File: config.mk
export PLATFORM = sky130hd
export DESIGN_NAME = dma_copy
export DESIGN_NICKNAME = d
export VERILOG_FILES = /design/src/rtl/dma_pkg.sv /design/src/rtl/dma_regs.sv /design/src/rtl/dma_copy.sv
export SDC_FILE = /design/constraint.sdc
export NUM_CORES = 1
export LEC_CHECK = 0
export ABC_AREA = 1
export CORE_MARGIN = 10
export CORE_UTILIZATION = 30
export DETAILED_ROUTE_END_ITERATION = 7
export SYNTH_ARGS = -nofsm -noshare
export SYNTH_HDL_FRONTEND = slang
export SYNTH_HIERARCHICAL = 1
export SYNTH_SLANG_ARGS = --single-unit
File: constraint.sdc
create_clock -name clk_i -period 2.7 [get_ports clk_i]
set_input_delay 0.54 -clock clk_i [delete_from_list [all_inputs] [get_ports clk_i]]
set_output_delay 0.54 -clock clk_i [all_outputs]
set_load 0.02 [all_outputs]
File: src/rtl/dma_pkg.sv
// -----------------------------------------------------------------------------
// dma_pkg
// Shared definitions for the single-channel word-copy DMA engine:
//   - register offsets as decoded from addr_i[3:2]
//   - bit positions inside the CTRL register
//   - FSM state encoding used by dma_copy
//   - a helper that expands the byte-lane select into a 32-bit bit mask
// -----------------------------------------------------------------------------
package dma_pkg;

    localparam logic [1:0] REG_SRC  = 2'd0;
    localparam logic [1:0] REG_DST  = 2'd1;
    localparam logic [1:0] REG_LEN  = 2'd2;
    localparam logic [1:0] REG_CTRL = 2'd3;

    localparam int CTRL_START = 0;
    localparam int CTRL_BUSY  = 1;
    localparam int CTRL_DONE  = 2;
    localparam int CTRL_IE    = 3;
    localparam int CTRL_ABORT = 4;

    typedef enum logic [1:0] {
        ST_IDLE = 2'd0,
        ST_RD   = 2'd1,
        ST_WR   = 2'd2
    } dma_state_t;

    function automatic logic [31:0] lane_mask(input logic [3:0] sel);
        return {{8{sel[3]}}, {8{sel[2]}}, {8{sel[1]}}, {8{sel[0]}}};
    endfunction

endpackage

File: src/rtl/dma_regs.sv
// -----------------------------------------------------------------------------
// dma_regs
// Register-port front end of the DMA engine. Decodes register accesses,
// merges write data into the current register value according to the byte
// lanes, produces one-cycle command strobes for CTRL, and returns registered
// read data with a one-cycle acknowledge. The registers themselves live in
// dma_copy because the copy datapath updates them.
//
// Ports:
//   clk_i, n_rst_i          clock, asynchronous active-low reset
//   ce_i/sel_i/addr_i/we_i/data_i   register access from the core
//   rvalid_o, data_o        acknowledge and read data (one cycle after ce_i)
//   i_src/i_dst/i_len       live register values (for merging and read back)
//   i_busy/i_done/i_ie      status bits for CTRL read back
//   o_*_we, o_*_wdata       register updates (gated off while busy)
//   o_start/o_abort/o_done_clr/o_ie_we/o_ie_wdata   CTRL command strobes
// -----------------------------------------------------------------------------
module dma_regs
    import dma_pkg::*;
#(
    parameter int LEN_W = 16
) (
    input  logic             clk_i,
    input  logic             n_rst_i,
    input  logic             ce_i,
    input  logic [3:0]       sel_i,
    input  logic [31:0]      addr_i,
    input  logic             we_i,
    input  logic [31:0]      data_i,
    output logic             rvalid_o,
    output logic [31:0]      data_o,
    input  logic [31:0]      i_src,
    input  logic [31:0]      i_dst,
    input  logic [LEN_W-1:0] i_len,
    input  logic             i_busy,
    input  logic             i_done,
    input  logic             i_ie,
    output logic             o_src_we,
    output logic [31:0]      o_src_wdata,
    output logic             o_dst_we,
    output logic [31:0]      o_dst_wdata,
    output logic             o_len_we,
    output logic [LEN_W-1:0] o_len_wdata,
    output logic             o_start,
    output logic             o_abort,
    output logic             o_done_clr,
    output logic             o_ie_we,
    output logic             o_ie_wdata
);

    logic [1:0]  w_regSel;
    logic [31:0] w_mask;
    logic        w_wr;
    logic        w_rd;
    logic        w_ctrlWr;
    logic [31:0] w_rdData;
    logic        w_unused_addr;

    assign w_regSel      = addr_i[3:2];
    assign w_mask        = lane_mask(sel_i);
    assign w_wr          = ce_i & we_i;
    assign w_rd          = ce_i & ~we_i;
    assign w_unused_addr = ^{addr_i[31:4], addr_i[1:0]};

    // Address/count registers are frozen while a transfer is running; the
    // low two address bits are forced to zero so transfers stay word aligned.
    assign o_src_we    = w_wr && (w_regSel == REG_SRC) && !i_busy;
    assign o_dst_we    = w_wr && (w_regSel == REG_DST) && !i_busy;
    assign o_len_we    = w_wr && (w_regSel == REG_LEN) && !i_busy;
    assign o_src_wdata = ((i_src & ~w_mask) | (data_i & w_mask)) & 32'hFFFF_FFFC;
    assign o_dst_wdata = ((i_dst & ~w_mask) | (data_i & w_mask)) & 32'hFFFF_FFFC;
    assign o_len_wdata = (i_len & ~w_mask[LEN_W-1:0]) | (data_i[LEN_W-1:0] & w_mask[LEN_W-1:0]);

    // All CTRL bits sit in byte lane 0, so only that lane carries commands.
    assign w_ctrlWr   = w_wr && (w_regSel == REG_CTRL) && sel_i[0];
    assign o_start    = w_ctrlWr & data_i[CTRL_START];
    assign o_abort    = w_ctrlWr & data_i[CTRL_ABORT];
    assign o_done_clr = w_ctrlWr & data_i[CTRL_DONE];
    assign o_ie_we    = w_ctrlWr;
    assign o_ie_wdata = data_i[CTRL_IE];

    // Read mux; START and ABORT are command bits and always read as zero.
    always_comb begin
        w_rdData = '0;
        case (w_regSel)
            REG_SRC:  w_rdData = i_src;
            REG_DST:  w_rdData = i_dst;
            REG_LEN:  w_rdData = 32'(i_len);
            REG_CTRL: begin
                w_rdData[CTRL_BUSY] = i_busy;
                w_rdData[CTRL_DONE] = i_done;
                w_rdData[CTRL_IE]   = i_ie;
            end
            default:  w_rdData = '0;
        endcase
    end

    // Every access is acknowledged one cycle later; data_o only carries
    // read data during a read acknowledge and is zero otherwise.
    always_ff @(posedge clk_i or negedge n_rst_i) begin
        if (!n_rst_i) begin
            rvalid_o <= 1'b0;
            data_o   <= '0;
        end else begin
            rvalid_o <= ce_i;
            data_o   <= w_rd ? w_rdData : '0;
        end
    end

endmodule

File: src/rtl/dma_copy.sv
// -----------------------------------------------------------------------------
// dma_copy
// Single-channel word-copy DMA engine. The core programs SRC, DST and LEN
// through the register port and writes START; the engine then reads one word
// from SRC, writes it to DST, advances both addresses by 4 and decrements LEN
// until LEN reaches zero, using the same req/sel/addr/we/data/rvalid protocol
// as the core's LSU.
//
// Configuration macro: DMA_IRQ_EN
//   defined   - CTRL.IE is read/write and irq_o = DONE & IE
//   undefined - CTRL.IE reads 0 and irq_o is tied 0 (DONE is still polled)
//
// Ports:
//   clk_i, n_rst_i          clock, asynchronous active-low reset
//   ce_i ... data_o         register slave port (see dma_regs)
//   m_req_o ... m_data_i    bus master port
//   irq_o                   level interrupt
// -----------------------------------------------------------------------------
module dma_copy
    import dma_pkg::*;
#(
    parameter int LEN_W = 16
) (
    input  logic        clk_i,
    input  logic        n_rst_i,
    input  logic        ce_i,
    input  logic [3:0]  sel_i,
    input  logic [31:0] addr_i,
    input  logic        we_i,
    input  logic [31:0] data_i,
    output logic        rvalid_o,
    output logic [31:0] data_o,
    output logic        m_req_o,
    output logic [3:0]  m_sel_o,
    output logic [31:0] m_addr_o,
    output logic        m_we_o,
    output logic [31:0] m_data_o,
    input  logic        m_rvalid_i,
    input  logic [31:0] m_data_i,
    output logic        irq_o
);

    dma_state_t       r_state;
    dma_state_t       w_nextState;
    logic [31:0]      r_src;
    logic [31:0]      r_dst;
    logic [31:0]      r_data;
    logic [LEN_W-1:0] r_len;
    logic [LEN_W-1:0] w_lenNext;
    logic             r_done;
    logic             r_abort;
    logic             w_ie;
    logic             w_busy;
    logic             w_beat;
    logic             w_lastBeat;
    logic             w_stop;
    logic             w_setDone;

    logic             w_srcWe;
    logic             w_dstWe;
    logic             w_lenWe;
    logic [31:0]      w_srcWdata;
    logic [31:0]      w_dstWdata;
    logic [LEN_W-1:0] w_lenWdata;
    logic             w_start;
    logic             w_abort;
    logic             w_doneClr;
    logic             w_ieWe;
    logic             w_ieWdata;

    dma_regs #(
        .LEN_W (LEN_W)
    ) u_regs (
        .clk_i       (clk_i),
        .n_rst_i     (n_rst_i),
        .ce_i        (ce_i),
        .sel_i       (sel_i),
        .addr_i      (addr_i),
        .we_i        (we_i),
        .data_i      (data_i),
        .rvalid_o    (rvalid_o),
        .data_o      (data_o),
        .i_src       (r_src),
        .i_dst       (r_dst),
        .i_len       (r_len),
        .i_busy      (w_busy),
        .i_done      (r_done),
        .i_ie        (w_ie),
        .o_src_we    (w_srcWe),
        .o_src_wdata (w_srcWdata),
        .o_dst_we    (w_dstWe),
        .o_dst_wdata (w_dstWdata),
        .o_len_we    (w_lenWe),
        .o_len_wdata (w_lenWdata),
        .o_start     (w_start),
        .o_abort     (w_abort),
        .o_done_clr  (w_doneClr),
        .o_ie_we     (w_ieWe),
        .o_ie_wdata  (w_ieWdata)
    );

`ifdef DMA_IRQ_EN
    logic r_ie;

    always_ff @(posedge clk_i or negedge n_rst_i) begin
        if (!n_rst_i) begin
            r_ie <= 1'b0;
        end else if (w_ieWe) begin
            r_ie <= w_ieWdata;
        end
    end

    assign w_ie = r_ie;
`else
    logic w_unused_ie;

    assign w_unused_ie = w_ieWe ^ w_ieWdata;
    assign w_ie        = 1'b0;
`endif

    assign irq_o = r_done & w_ie;

    assign w_busy     = (r_state != ST_IDLE);
    assign w_beat     = (r_state == ST_WR);
    assign w_lenNext  = r_len - LEN_W'(1);
    assign w_lastBeat = w_beat && (w_lenNext == '0);
    // An abort is only honoured once the current write beat has gone out,
    // so a word that has been read is always also written.
    assign w_stop     = w_beat && (w_lastBeat || r_abort || w_abort);
    // A zero-length START completes immediately without touching the bus.
    assign w_setDone  = w_lastBeat || ((r_state == ST_IDLE) && w_start && (r_len == '0));

    always_ff @(posedge clk_i or negedge n_rst_i) begin
        if (!n_rst_i) begin
            r_state <= ST_IDLE;
        end else begin
            r_state <= w_nextState;
        end
    end

    // Next state and bus outputs; the bus outputs are decoded straight from
    // the state register so an asynchronous reset drops the request at once.
    always_comb begin
        w_nextState = r_state;
        m_req_o     = 1'b0;
        m_sel_o     = 4'b0000;
        m_addr_o    = '0;
        m_we_o      = 1'b0;
        m_data_o    = '0;
        case (r_state)
            ST_IDLE: begin
                if (w_start && (r_len != '0)) begin
                    w_nextState = ST_RD;
                end
            end
            ST_RD: begin
                m_req_o  = 1'b1;
                m_sel_o  = 4'b1111;
                m_addr_o = r_src;
                if (m_rvalid_i) begin
                    w_nextState = ST_WR;
                end
            end
            ST_WR: begin
                m_req_o     = 1'b1;
                m_sel_o     = 4'b1111;
                m_addr_o    = r_dst;
                m_we_o      = 1'b1;
                m_data_o    = r_data;
                w_nextState = w_stop ? ST_IDLE : ST_RD;
            end
            default: begin
                w_nextState = ST_IDLE;
            end
        endcase
    end

    // Address/count datapath: programmed while idle, advanced after every
    // write beat. Address arithmetic wraps modulo 2^32.
    always_ff @(posedge clk_i or negedge n_rst_i) begin
        if (!n_rst_i) begin
            r_src  <= '0;
            r_dst  <= '0;
            r_len  <= '0;
            r_data <= '0;
        end else begin
            if (w_srcWe) begin
                r_src <= w_srcWdata;
            end else if (w_beat) begin
                r_src <= r_src + 32'd4;
            end
            if (w_dstWe) begin
                r_dst <= w_dstWdata;
            end else if (w_beat) begin
                r_dst <= r_dst + 32'd4;
            end
            if (w_lenWe) begin
                r_len <= w_lenWdata;
            end else if (w_beat) begin
                r_len <= w_lenNext;
            end
            if ((r_state == ST_RD) && m_rvalid_i) begin
                r_data <= m_data_i;
            end
        end
    end

    // DONE is sticky; a hardware set wins over a simultaneous clear.
    // The abort request is remembered until the end of the current beat.
    always_ff @(posedge clk_i or negedge n_rst_i) begin
        if (!n_rst_i) begin
            r_done  <= 1'b0;
            r_abort <= 1'b0;
        end else begin
            if (w_setDone) begin
                r_done <= 1'b1;
            end else if (w_doneClr) begin
                r_done <= 1'b0;
            end
            if (!w_busy || w_stop) begin
                r_abort <= 1'b0;
            end else if (w_abort) begin
                r_abort <= 1'b1;
            end
        end
    end

endmodule

# Word-level counts from Yosys, hierarchy flattened

Cells that the tools add are included.

Input port bits: 105
Logic and storage cells: 90
Output and inout port bits: 104
Flip-flop bits (word level): 149

$add $sub $neg: 3
Eq/ne operators: 7
Muxes and demuxes: 23
Reduce and logical (&&, ||, !) cells: 32
Bitwise operators: 16

Operators with widths:

| cell                    | count |
|---|---|
| $mux W32                | 6 |
| $and A32 B32 Y32        | 3 |
| $pmux W28 S3            | 1 |
| $add A32 B3 Y32 const B | 2 |
| $or A32 B32 Y32         | 2 |
| $pmux W32 S2            | 1 |
| $and A16 B16 Y16        | 2 |
| $logic_not A16 Y1       | 2 |
| $mux W16                | 2 |
| $not A32 Y32            | 1 |
| $not A16 Y16            | 1 |
| $or A16 B16 Y16         | 1 |
| $reduce_bool A16 Y1     | 1 |
| $sub A16 B1 Y16 const B | 1 |
| $logic_and A1 B1 Y1     | 14 |
| $pmux W3 S4             | 1 |
| $reduce_bool A2 Y1      | 6 |
| $mux W1                 | 7 |
| $eq A2 B2 Y1 const B    | 3 |
| $pmux W2 S3             | 1 |
| $and A1 B1 Y1           | 5 |
| $eq A2 B1 Y1 const B    | 2 |
| $logic_not A2 Y1        | 2 |
| $logic_or A1 B1 Y1      | 4 |
| other kinds (9)         | 10 |

# Depth between registers and ports, before layout

Word-level depth: 8
Mapped depth: 16
Gate-level depth less buffers: 16

# Hierarchy

The synthesis kept the hierarchy.

Modules (own cells, without submodules):

| module   | area an instance (um^2) | instances | cells each | seq. area each (um^2) |
|---|---|---|---|---|
| dma_copy | 7226.9                  | 1         | 951        | 2902.8 |
| dma_regs | 2598.7                  | 1         | 417        | 825.8 |

# Worst setup path after synthesis

Ideal clock, no wire load.

Path kind: reg2out
Start: reg r_state[0]
End: out m_addr_o[0]
Data arrival time: 1.954 ns
Path buffers: 3
Setup slack: 0.206 ns
Data required time: 2.160 ns
Stages on the path, launching flop included: 8
Path through: dfrtp_1 > inv_1 > ha_1 > buf_2 > clkbuf_1 > buf_1 > nand2_1 > a21oi_1

Word-level cells in the longest chain between the ends: 2
Elaborated cells on any way between the ends: 3
Those cells by class: eq/ne: 2; mux: 1

RTL lines:

| element                                             | RTL line        | source |
|---|---|---|
| from (decl)                                         | dma_copy.sv:43  | `dma_state_t r_state;` |
| from (signal assigned)                              | dma_copy.sv:137 | `r_state <= w_nextState;` |
| $eq A2 B2 Y1 / $eq A2 B1 Y1 (equally long branches) | dma_copy.sv:150 | `case (r_state)` |
| $pmux W32 S2 (*)                                    | dma_copy.sv:150 |  |
| to (decl)                                           | dma_copy.sv:35  | `output logic [31:0] m_addr_o,` |

Mark *: on every way between the ends. The rest lies on a longest branch, timed or not.

# Worst setup path after layout

Start: reg r_state[0]
End: out m_data_o[27]

Word-level cells in the longest chain between the ends: 2

RTL lines:

| element      | RTL line        | source |
|---|---|---|
| $eq A2 B2 Y1 | dma_copy.sv:150 |  |
| $mux W32     | dma_copy.sv:150 |  |
| to (decl)    | dma_copy.sv:37  | `output logic [31:0] m_data_o,` |

Every way passes these cells.

==> summary.md <==
| Metric | Value |
|---|---|
| Critical Path Slowest Stage Cell | dfrtp_1 |
| Nets | 1668 |
| Routed wire length | 34100 microns |
| P_leak | 5.87 nW |
| Outcome | completed |
| Vias in the first global route | 9230 |
| Peak per-stage delay on the critical path | 0.43 ns |
| # DRC | 0 |
| Hold Vio Cnt, Final | 0 |
| GR Util All Layers | 16.7% |
| Antenna violations before repair | 0 |
| CTS H-tree lvls | 4 |
| Worst r2r path cells | 10 |
| Die H | 201 microns |
| F_max | 384 MHz |
| Endpoints failing setup | 0 |
| IO Port Bufs | 177 |
| Layout area overhead | 29.4% |
| CP Launch Type | flip-flop |
| Clk sink count | 149 |
| CTS Root Cell | clkbuf_16 |
| Pins Over Slew Limit | 0 |
| First-pass GRT wire length | 54100 microns |
| Yosys warns | 6 |
| Wire length per cell | 17.0 microns |
| RSZ-0062 raised after global routing | no |
| Max-slew headroom | 47.3% |
| Worst-Margin Slew | 0.789 ns |
| Initial drt markers | 894 |
| Hpwl dp | 26100 microns |
| HP Class | input pin to asynchronous set/reset pin |
| CP endpoint kind | output pin |
| Die Area | 40300 sq um |
| Syn Inst Count | 1366 |
| I/O pins | 209 |
| Num rows | 66 |
| Most frequent CP cell | inv_1 |
| Worst VDD drop | 662 uV |
| Hold-fix buffers, CTS | 0 |
| TritonCTS Buffers | 17 |
| Setup WS pre-CTS | 0.0520 ns |
| Initial Utilization | 30.3% |
| Drt pass-1 iters | 5 |
| Core footprint | 32400 sq um |
| Syn avg cell area | 7.18 sq um |
| Setup bufs post-CTS | 0 |
| PwrDens | 994 nW/um^2 |
| CP Data Required Time | 2.16 ns |
| Clock Latency Late Sink | 0.44 ns |
| Worst clock skew | 0.0156 ns |
| GP Congestion | 0.969 |
| Die W | 201 microns |
| Final ANT Viol Nets | 0 |
| Worst Path Max Fanout | 34 |
| CTS tree | yes |
| Period utilization | 96.5% |
| CTS resizes | 82 |
| Longest Clk Path Bufs | 2 |
| Crit path cell chain | inv_1 > ha_2 > buf_6 > buf_12 > nand2_1 > inv_1 > clkdlybuf4s15_1 |
| Synthesized area | 9810 sq um |
| Layout cells sized above 1 | 15.7% |
| Fin util | 39.2% |
| Setup CP Type | flip-flop to output pin |
| Final worst slack | 0.0941 ns |
| Critical Path AT | 2.07 ns |
| Fin Setup TNS | 0 ns |
| # diodes | 0 |
| Maxcap violations | 0 |
| Vias | 9593 |
| Reg clk slew, reported paths | 0.07 ns |
| Largest net degree at the start of global routing | 59 |
| Vias/cell | 4.78 |
| Post-route minimum period | 2.61 ns |
| Global route total overflow | 0 |
==> routing by layer <==
layer	GRT usage (%)	vias up	share of wire, %
met5	0	-	0
met4	6.41	0	2.9
met3	3.13	48	6.1
met2	25.6	348	44
met1	22.8	4482	47
li1	-	4715	-
==> placed cells by master, fill, tap and decap left out, types with 9 or more instances in the layout <==
cell,n
nor2_2,18
nor2_1,71
clkdlybuf4s15_1,10
clkbuf_2,41
nor3_1,18
clkbuf_16,17
nand2_1,435
nand4_1,9
nand3_1,78
a21oi_1,52
o221ai_1,17
buf_4,47
nand2_2,19
o21ai_0,77
xor2_1,37
a22oi_1,17
clkdlybuf4s50_1,112
mux2_2,32
o211ai_1,16
dfrtp_1,149
a21oi_2,16
inv_1,175
xnor2_1,14
==> metrics by stage <==
stage                     power [mW]  hold slack, ns  cells  area [sq um]
after floorplan                 7.76           0.244   1370          9830
after global placement          10.4           0.486   1977         12300
after detailed placement        10.5           0.489   1977         12300
after CTS                       12.7          0.0828   2009         12800
after global routing            13.6           0.102   2009         12700
final                           12.6          0.0651   2009         12700
==> report_power, final <==
group	total [mW]	internal (mW)	switching, mW
clock	2.38	1.30	1.08
combinational	6.14	2.40	3.74
sequential	4.10	3.04	1.07
total	12.6	6.74	5.89
==> area by class of cell <==
| cell class | instances | area [sq um] |
|---|---|---|
| clock buffer | 18 | 429 |
| clock inverter | 14 | 145 |
| timing repair buffer | 232 | 2050 |
| sequential | 149 | 3730 |
| inverter | 180 | 678 |
| multi-input combinational | 974 | 5110 |
| tap | 442 | 553 |
| fill | 3397 | 19700 |
==> critical path: cells and delay by family, from the launching register on <==
family,cells,cell delay [ns]
buf+inv,5,0.84
flops,1,0.43
fa+ha+maj,1,0.25
simple gates,1,0.07
==> flip-flops by register name (all words and copies together), names as in the netlist <==
name	cells
r_done	1
r_abort	1
r_data	32
u_regs/rvalid_o	1
u_regs/data_o	32
r_state	2
r_dst	32
r_src	32
r_len	16
==> path summary, 6_finish.rpt <==
kind / start / to / slack [ns]
hold / removal: n_rst_i / r_abort / 0.07
max in group asynchronous: n_rst_i / u_regs/data_o[29] / 1.90
min in group clk_i: r_data[2] / r_data[2] / 0.50
hold reg to reg: r_data[2] / r_data[2] / 0.50
setup reg to reg: r_state[1] / r_dst[5] / 0.29
setup / recovery: r_state[0] / m_data_o[27] / 0.09
Power figures use the tool's default switching activity.
